$ cat src/rtl/mux8_arb_pkg.sv
// Shared constants, state encoding and helpers for the 8-way round-robin mux arbiter.
package mux8_arb_pkg;

    localparam int NREQ  = 8;
    localparam int SEL_W = 3;

    typedef enum logic {
        ARB_IDLE = 1'b0,
        ARB_BUSY = 1'b1
    } arb_state_t;

    // Expand a requester index into its one-hot grant vector.
    function automatic logic [NREQ-1:0] onehot_from_idx(input logic [SEL_W-1:0] idx);
        logic [NREQ-1:0] vec;
        vec      = '0;
        vec[idx] = 1'b1;
        return vec;
    endfunction

endpackage

$ cat src/rtl/mux8_rr_arbiter_pick.sv
// rr_pick8: circular first-set search over an 8-bit request vector, starting at ptr.
import mux8_arb_pkg::*;

module rr_pick8 (
    input  logic [NREQ-1:0]  req,
    input  logic [SEL_W-1:0] ptr,
    output logic             found,
    output logic [SEL_W-1:0] idx
);

    // rot[k] is the request that sits k positions after ptr (modulo 8).
    logic [NREQ-1:0] rot;

    generate
        for (genvar gi = 0; gi < NREQ; gi++) begin : g_rot
            logic [SEL_W-1:0] pos;
            assign pos     = ptr + SEL_W'(gi);
            assign rot[gi] = req[pos];
        end
    endgenerate

    // Lowest set bit of the rotated vector is the first requester at or after ptr.
    always_comb begin
        logic [SEL_W-1:0] offset;
        offset = '0;
        for (int k = NREQ - 1; k >= 0; k--) begin
            if (rot[k]) begin
                offset = SEL_W'(k);
            end
        end
        found = |rot;
        idx   = ptr + offset;
    end

endmodule

$ cat src/rtl/mux8_rr_arbiter.sv
// mux8_rr_arbiter: round-robin owner selection for a shared 8:1 datapath mux.
// Optional owner preemption after MAX_HOLD cycles is enabled by defining MUX8_ARB_PREEMPT_EN.
import mux8_arb_pkg::*;

module mux8_rr_arbiter #(
    parameter int MAX_HOLD = 4,
    parameter int HOLD_W   = 3
) (
    input  logic             clk,
    input  logic             rst_n,
    input  logic [NREQ-1:0]  req,
    output logic [NREQ-1:0]  gnt,
    output logic             gnt_valid,
    output logic [SEL_W-1:0] sel,
    output logic             gnt_change
);

    generate
        if (MAX_HOLD < 1 || MAX_HOLD > NREQ || (1 << HOLD_W) < MAX_HOLD) begin : g_bad_param
            $error("mux8_rr_arbiter: MAX_HOLD must be 1..8 and fit in HOLD_W bits");
        end
    endgenerate

    arb_state_t       state_reg, state_next;
    logic [SEL_W-1:0] ptr_reg, ptr_next;
    logic [NREQ-1:0]  gnt_reg, gnt_next;
    logic [SEL_W-1:0] sel_reg, sel_next;
    logic             gnt_valid_reg, gnt_valid_next;
    logic             gnt_change_reg, gnt_change_next;
    logic [HOLD_W-1:0] hold_cnt_reg, hold_cnt_next;

    logic [SEL_W-1:0] scan_ptr;
    logic             pick_found;
    logic [SEL_W-1:0] pick_idx;
    logic             switch_owner;

    // While idle the scan starts at the stored pointer; while busy the pick is
    // only consumed on a hand-over, where the scan starts just past the owner.
    assign scan_ptr = (state_reg == ARB_BUSY) ? sel_reg + SEL_W'(1) : ptr_reg;

    rr_pick8 u_pick (
        .req   (req),
        .ptr   (scan_ptr),
        .found (pick_found),
        .idx   (pick_idx)
    );

`ifdef MUX8_ARB_PREEMPT_EN
    logic others_pending;
    assign others_pending = |(req & ~onehot_from_idx(sel_reg));
    // Hand over when the owner lets go, or when it has used its slot and someone else waits.
    assign switch_owner = !req[sel_reg] ||
                          ((hold_cnt_reg == HOLD_W'(MAX_HOLD - 1)) && others_pending);
`else
    // Hand over only when the owner lets go.
    assign switch_owner = !req[sel_reg];
`endif

    // Next-state and next-output decode; gnt_change only pulses when a new owner is granted.
    always_comb begin
        state_next      = state_reg;
        ptr_next        = ptr_reg;
        gnt_next        = gnt_reg;
        sel_next        = sel_reg;
        gnt_valid_next  = gnt_valid_reg;
        gnt_change_next = 1'b0;
        hold_cnt_next   = hold_cnt_reg;
        case (state_reg)
            ARB_IDLE: begin
                if (pick_found) begin
                    state_next      = ARB_BUSY;
                    gnt_next        = onehot_from_idx(pick_idx);
                    sel_next        = pick_idx;
                    gnt_valid_next  = 1'b1;
                    gnt_change_next = 1'b1;
                    hold_cnt_next   = '0;
                end
            end
            ARB_BUSY: begin
                if (switch_owner) begin
                    ptr_next = sel_reg + SEL_W'(1);
                    if (pick_found) begin
                        gnt_next        = onehot_from_idx(pick_idx);
                        sel_next        = pick_idx;
                        gnt_change_next = 1'b1;
                        hold_cnt_next   = '0;
                    end else begin
                        // sel keeps its last value so the mux output stays stable.
                        state_next     = ARB_IDLE;
                        gnt_next       = '0;
                        gnt_valid_next = 1'b0;
                        hold_cnt_next  = '0;
                    end
                end else if (hold_cnt_reg != '1) begin
                    hold_cnt_next = hold_cnt_reg + HOLD_W'(1);
                end
            end
            default: begin
                state_next = ARB_IDLE;
            end
        endcase
    end

    // State and output registers; asynchronous reset clears everything at once.
    always_ff @(posedge clk or negedge rst_n) begin
        if (!rst_n) begin
            state_reg      <= ARB_IDLE;
            ptr_reg        <= '0;
            gnt_reg        <= '0;
            sel_reg        <= '0;
            gnt_valid_reg  <= 1'b0;
            gnt_change_reg <= 1'b0;
            hold_cnt_reg   <= '0;
        end else begin
            state_reg      <= state_next;
            ptr_reg        <= ptr_next;
            gnt_reg        <= gnt_next;
            sel_reg        <= sel_next;
            gnt_valid_reg  <= gnt_valid_next;
            gnt_change_reg <= gnt_change_next;
            hold_cnt_reg   <= hold_cnt_next;
        end
    end

    assign gnt        = gnt_reg;
    assign sel        = sel_reg;
    assign gnt_valid  = gnt_valid_reg;
    assign gnt_change = gnt_change_reg;

endmodule

$ cat config.mk
export PLATFORM = sky130hd
export DESIGN_NAME = mux8_rr_arbiter
export DESIGN_NICKNAME = d
export VERILOG_FILES = /design/src/rtl/mux8_arb_pkg.sv /design/src/rtl/mux8_rr_arbiter_pick.sv /design/src/rtl/mux8_rr_arbiter.sv
export SDC_FILE = /design/constraint.sdc
export NUM_CORES = 1
export LEC_CHECK = 0
export CAP_MARGIN = 20
export CORE_MARGIN = 2
export CORE_UTILIZATION = 56
export CTS_BUF_LIST = sky130_fd_sc_hd__clkbuf_8
export DETAILED_ROUTE_END_ITERATION = 8
export PLACE_DENSITY = 0.91
export SYNTH_ARGS = -nofsm -noshare
export SYNTH_HDL_FRONTEND = slang
export SYNTH_SLANG_ARGS = --single-unit
$ cat constraint.sdc
create_clock -name clk -period 4.9 [get_ports clk]
set_input_delay 0.98 -clock clk [delete_from_list [all_inputs] [get_ports clk]]
set_output_delay 0.98 -clock clk [all_outputs]
set_load 0.02 [all_outputs]
==> results.md <==
- The initial antenna violation count is 0.
- In this run the standard cell core region covers roughly 2700 sq um.
- The total routing resource utilization after global routing is 22.32%.
- The residual antenna-violating net count after detailed routing is 0.
- The floorplan step defined a die boundary enclosing 3210 sq um.
- Cells with a size suffix above 1 make up 16.87% of the layout.
- The type of the most critical hold path is reg -> reg.
- The synthesized design spends more area on one cell type than any other, namely dfrtp_1.
- Clock-pin slew was measured on the worst setup and hold paths at 0.07 ns.
- The buffer cell driving the clock tree root is clkbuf_8.
- The aggregate routed wire length is around 3300 um.
- The post-detailed-route DRC marker count is 0.
- The worst hold path begins at ptr_reg[2]$_DFFE_PN0P_.
- The clock period minus final worst setup slack is 4.357 ns.
- The gate count after technology mapping is ~140.
- The run finished with clean final reports.
- The ratio of routed vias to standard cells is between 6 and 7.
- The area share of the largest cell type after synthesis is between 20% and 30%.
- For this run, asynchronously set or reset flops after synthesis account for between 90% and 100%.
- The number of hold buffers added after CTS is 0.
- Setup total negative slack on the finished layout was measured at 0 ns.
- The layout overhead on the synthesized area is 17.89%.
- No sink is reached through more buffers than the 2 on the longest clock path.
- The top cell types in the final layout, fill and taps aside, are clkdlybuf4s50_1, dfrtp_1, mux2i_1.
- The post-CTS resize count is 0.
- The count of buffers inserted at the top-level ports is 22.
- The critical register-to-register path startpoint is sel[0]$_DFFE_PN0P_.
- The slew at the pin with the worst max-slew slack is roughly 0.73 ns.
- The die is approximately 57 um tall.
- The critical path starts at sel[0]$_DFFE_PN0P_.
- The worst register-to-register path has a setup slack of between 0.5 and 0.6 ns.
- The sequential cells in the finished layout cover a total of between 400 and 500 sq um.
- Measured against its own limit, the worst slew margin works out to slightly above 50%.
- The critical path is of the reg -> reg type.
- The clock latency on the worst-skew pair is 0.25 ns.
- In this run, CTS created clock tree buffers numbering 3.
- The stage delay of the slowest cell on the critical path is around 0.48 ns.
- The number of pins exceeding their max-slew limit in the final report is 0.
- The number of violations reported at the end of detailed-routing iteration 0 is 62.
- The final hold violation count is 0.
- The combined area of the multi-input logic cells is about 1100 sq um.
- The worst setup path endpoint is gnt[0]$_DFFE_PN0P_.
- Walking the worst path, the cells encountered are ha_1, mux2_2, ha_1, xor2_1, mux4_2, inv_1, and2_1, o21ai_0, a21boi_0, ha_1, inv_1, fa_1, xor2_1, nand2_1, nor3_1, nor2b_1, a221o_1.
- The most frequently used flop master after synthesis is dfrtp_1.
- After synthesis, flip-flops and latches occupy a little over a quarter of the total area.
- The required time of the critical path is 5.09 ns.
- The length in cells of the worst reg-to-reg path is 17.
- The number of fill cells is around 200.
- After legalization and detailed placement, the total HPWL measured between 2000 and 3000 um.
- 23 I/O pins were placed.
- The pin count of the biggest net entering global routing is 18.
- The final period utilization is 88.93%.
- The die is approximately 57 um wide.
- Data on the critical path arrives at its endpoint at 4.55 ns.
- The via count is around 1,300.
- The count of clock tree sinks is 17.
- The synthesized netlist occupies a cell area of about 1600 sq um.
- The total setup buffers inserted after CTS is 0.
- The starting utilization of the core area is 57.80%.
- The fmax is about 230 MHz.
- The count of maximum capacitance violations is 0.
- The reg-to-reg endpoint is gnt[0]$_DFFE_PN0P_.
- The floorplan row count is 19.
- The number of setup violations in the final report is 0.
- The slowest stage of the critical path belongs to the cell dfrtp_1.
- Ranked by total cell area, the synthesized netlist is headed by dfrtp_1, mux4_2, mux2i_1.
- TritonCTS built the clock tree.
- Counting flops and latches in the post-synthesis netlist gives 17.
- For this run, the post-layout net count is 182.
- The worst clock skew on the final layout is 0.006082 ns.
- In this run, distinct cell masters in the synthesized netlist total 39.
- The number of global-route vias before repair is roughly 1,200.
- After detailed routing, the average wire length per cell comes to roughly 17 um.
- The net count after synthesis is between 150 and 200.
- The peak fanout along the critical path is 8.
- The first detailed-routing pass ran for 4 iterations.
- Setup repair after global routing left no endpoint under its margin.
- The maximum level of the CTS H-tree is 1.
- The leading cell type in the layout, fill and taps excluded is clkdlybuf4s50_1.
- In this run, synthesis inferred 0 flip-flops with an integrated enable.
- The number of antenna cells inserted is 0.
- The sum of overflow across all layers after global routing is 0.
- The critical path's most frequent cell is ha_1.
- STA classifies the critical path startpoint as a register.
- In this run the mean area of a mapped cell was between 10 and 15 sq um.
- Routability-driven placement finished with a final weighted congestion of about 0.87.
- The first global-routing pass estimated around 5700 um of wire.
- The worst setup path is captured at a register.
- The register with the most flip-flops in the layout has 8 of them.
- Yosys printed 0 warnings.
## worst min-delay path by stage
stage,to,slack (ns),depth (start not counted)
after CTS,gnt_valid$_DFFE_PN0P_,0.51,1
after global placement,ptr_reg[2]$_DFFE_PN0P_,0.47,2
after floorplan,ptr_reg[2]$_DFFE_PN0P_,0.45,2
after detailed placement,gnt_valid$_DFFE_PN0P_,0.49,1
final,ptr_reg[2]$_DFFE_PN0P_,0.50,2
after global routing,ptr_reg[2]$_DFFE_PN0P_,0.53,2
## worst max-delay path, delay by kind of cell (launching register included)
family	cells	cell delay, ns
adders and majority gates	4	1.20
buffers and inverters	2	0.19
DFF	1	0.48
and+or+nand+nor	4	0.71
muxes	2	0.77
xor gates and xnor gates	2	0.57
AOI/OAI and AO/OA	3	0.39
## routing by layer
metal / GRT usage [%] / part of all wire [%] / vias to the layer above
met5: 0 / 0 / -
met4: 5.782 / 0.70 / 0
met3: 5.530 / 4.9 / 4
met2: 35.05 / 50 / 50
met1: 30.90 / 45 / 619
li1: - / - / 592
## per-stage QoR
| stage | setup WS [ns] | cell area (sq um) | hold WS, ns | std cells | utilization, % |
|---|---|---|---|---|---|
| after floorplan | 0.9524 | 1553 | 0.4508 | 143 | - |
| after global placement | 0.6613 | 1784 | 0.4653 | 193 | 66.42 |
| after detailed placement | 0.4807 | 1784 | 0.4922 | 193 | 66.42 |
| after CTS | 0.5677 | 1831 | 0.5092 | 197 | 68.14 |
| after global routing | 0.1718 | 1831 | 0.5267 | 197 | 68.14 |
| final | 0.5425 | 1831 | 0.4979 | 197 | 68.14 |
## Yosys cell counts, types with 5 or more instances
| master | number |
|---|---|
| dfrtp_1 | 17 |
| mux2i_1 | 13 |
| nand2_1 | 11 |
| mux4_2 | 10 |
| inv_1 | 8 |
| a221o_1 | 7 |
| nor2_1 | 7 |
| nor2b_1 | 6 |
| nor3_1 | 5 |
| xnor2_1 | 5 |
## cell type report
type	count	share of cell area [%]
well taps	31	2.119
repair buffers	24	12.85
inverters	8	1.640
multi-input cells	113	57.62
clock buffers	3	2.256
clock inverters	1	0.2734
flip-flops and latches	17	23.24
## logic make-up after synthesis
group / synth area share [%]
simple gates: 18.21
mux: 28.36
compound gates: 12.89
flops: 27.40
buf+inv: 4.673
xor+xnor: 3.949
fa+ha+maj: 4.513
Power is left out: the tool's default activity adds up to more than one toggle a clock period on the data nets, which glitch-free logic cannot reach.
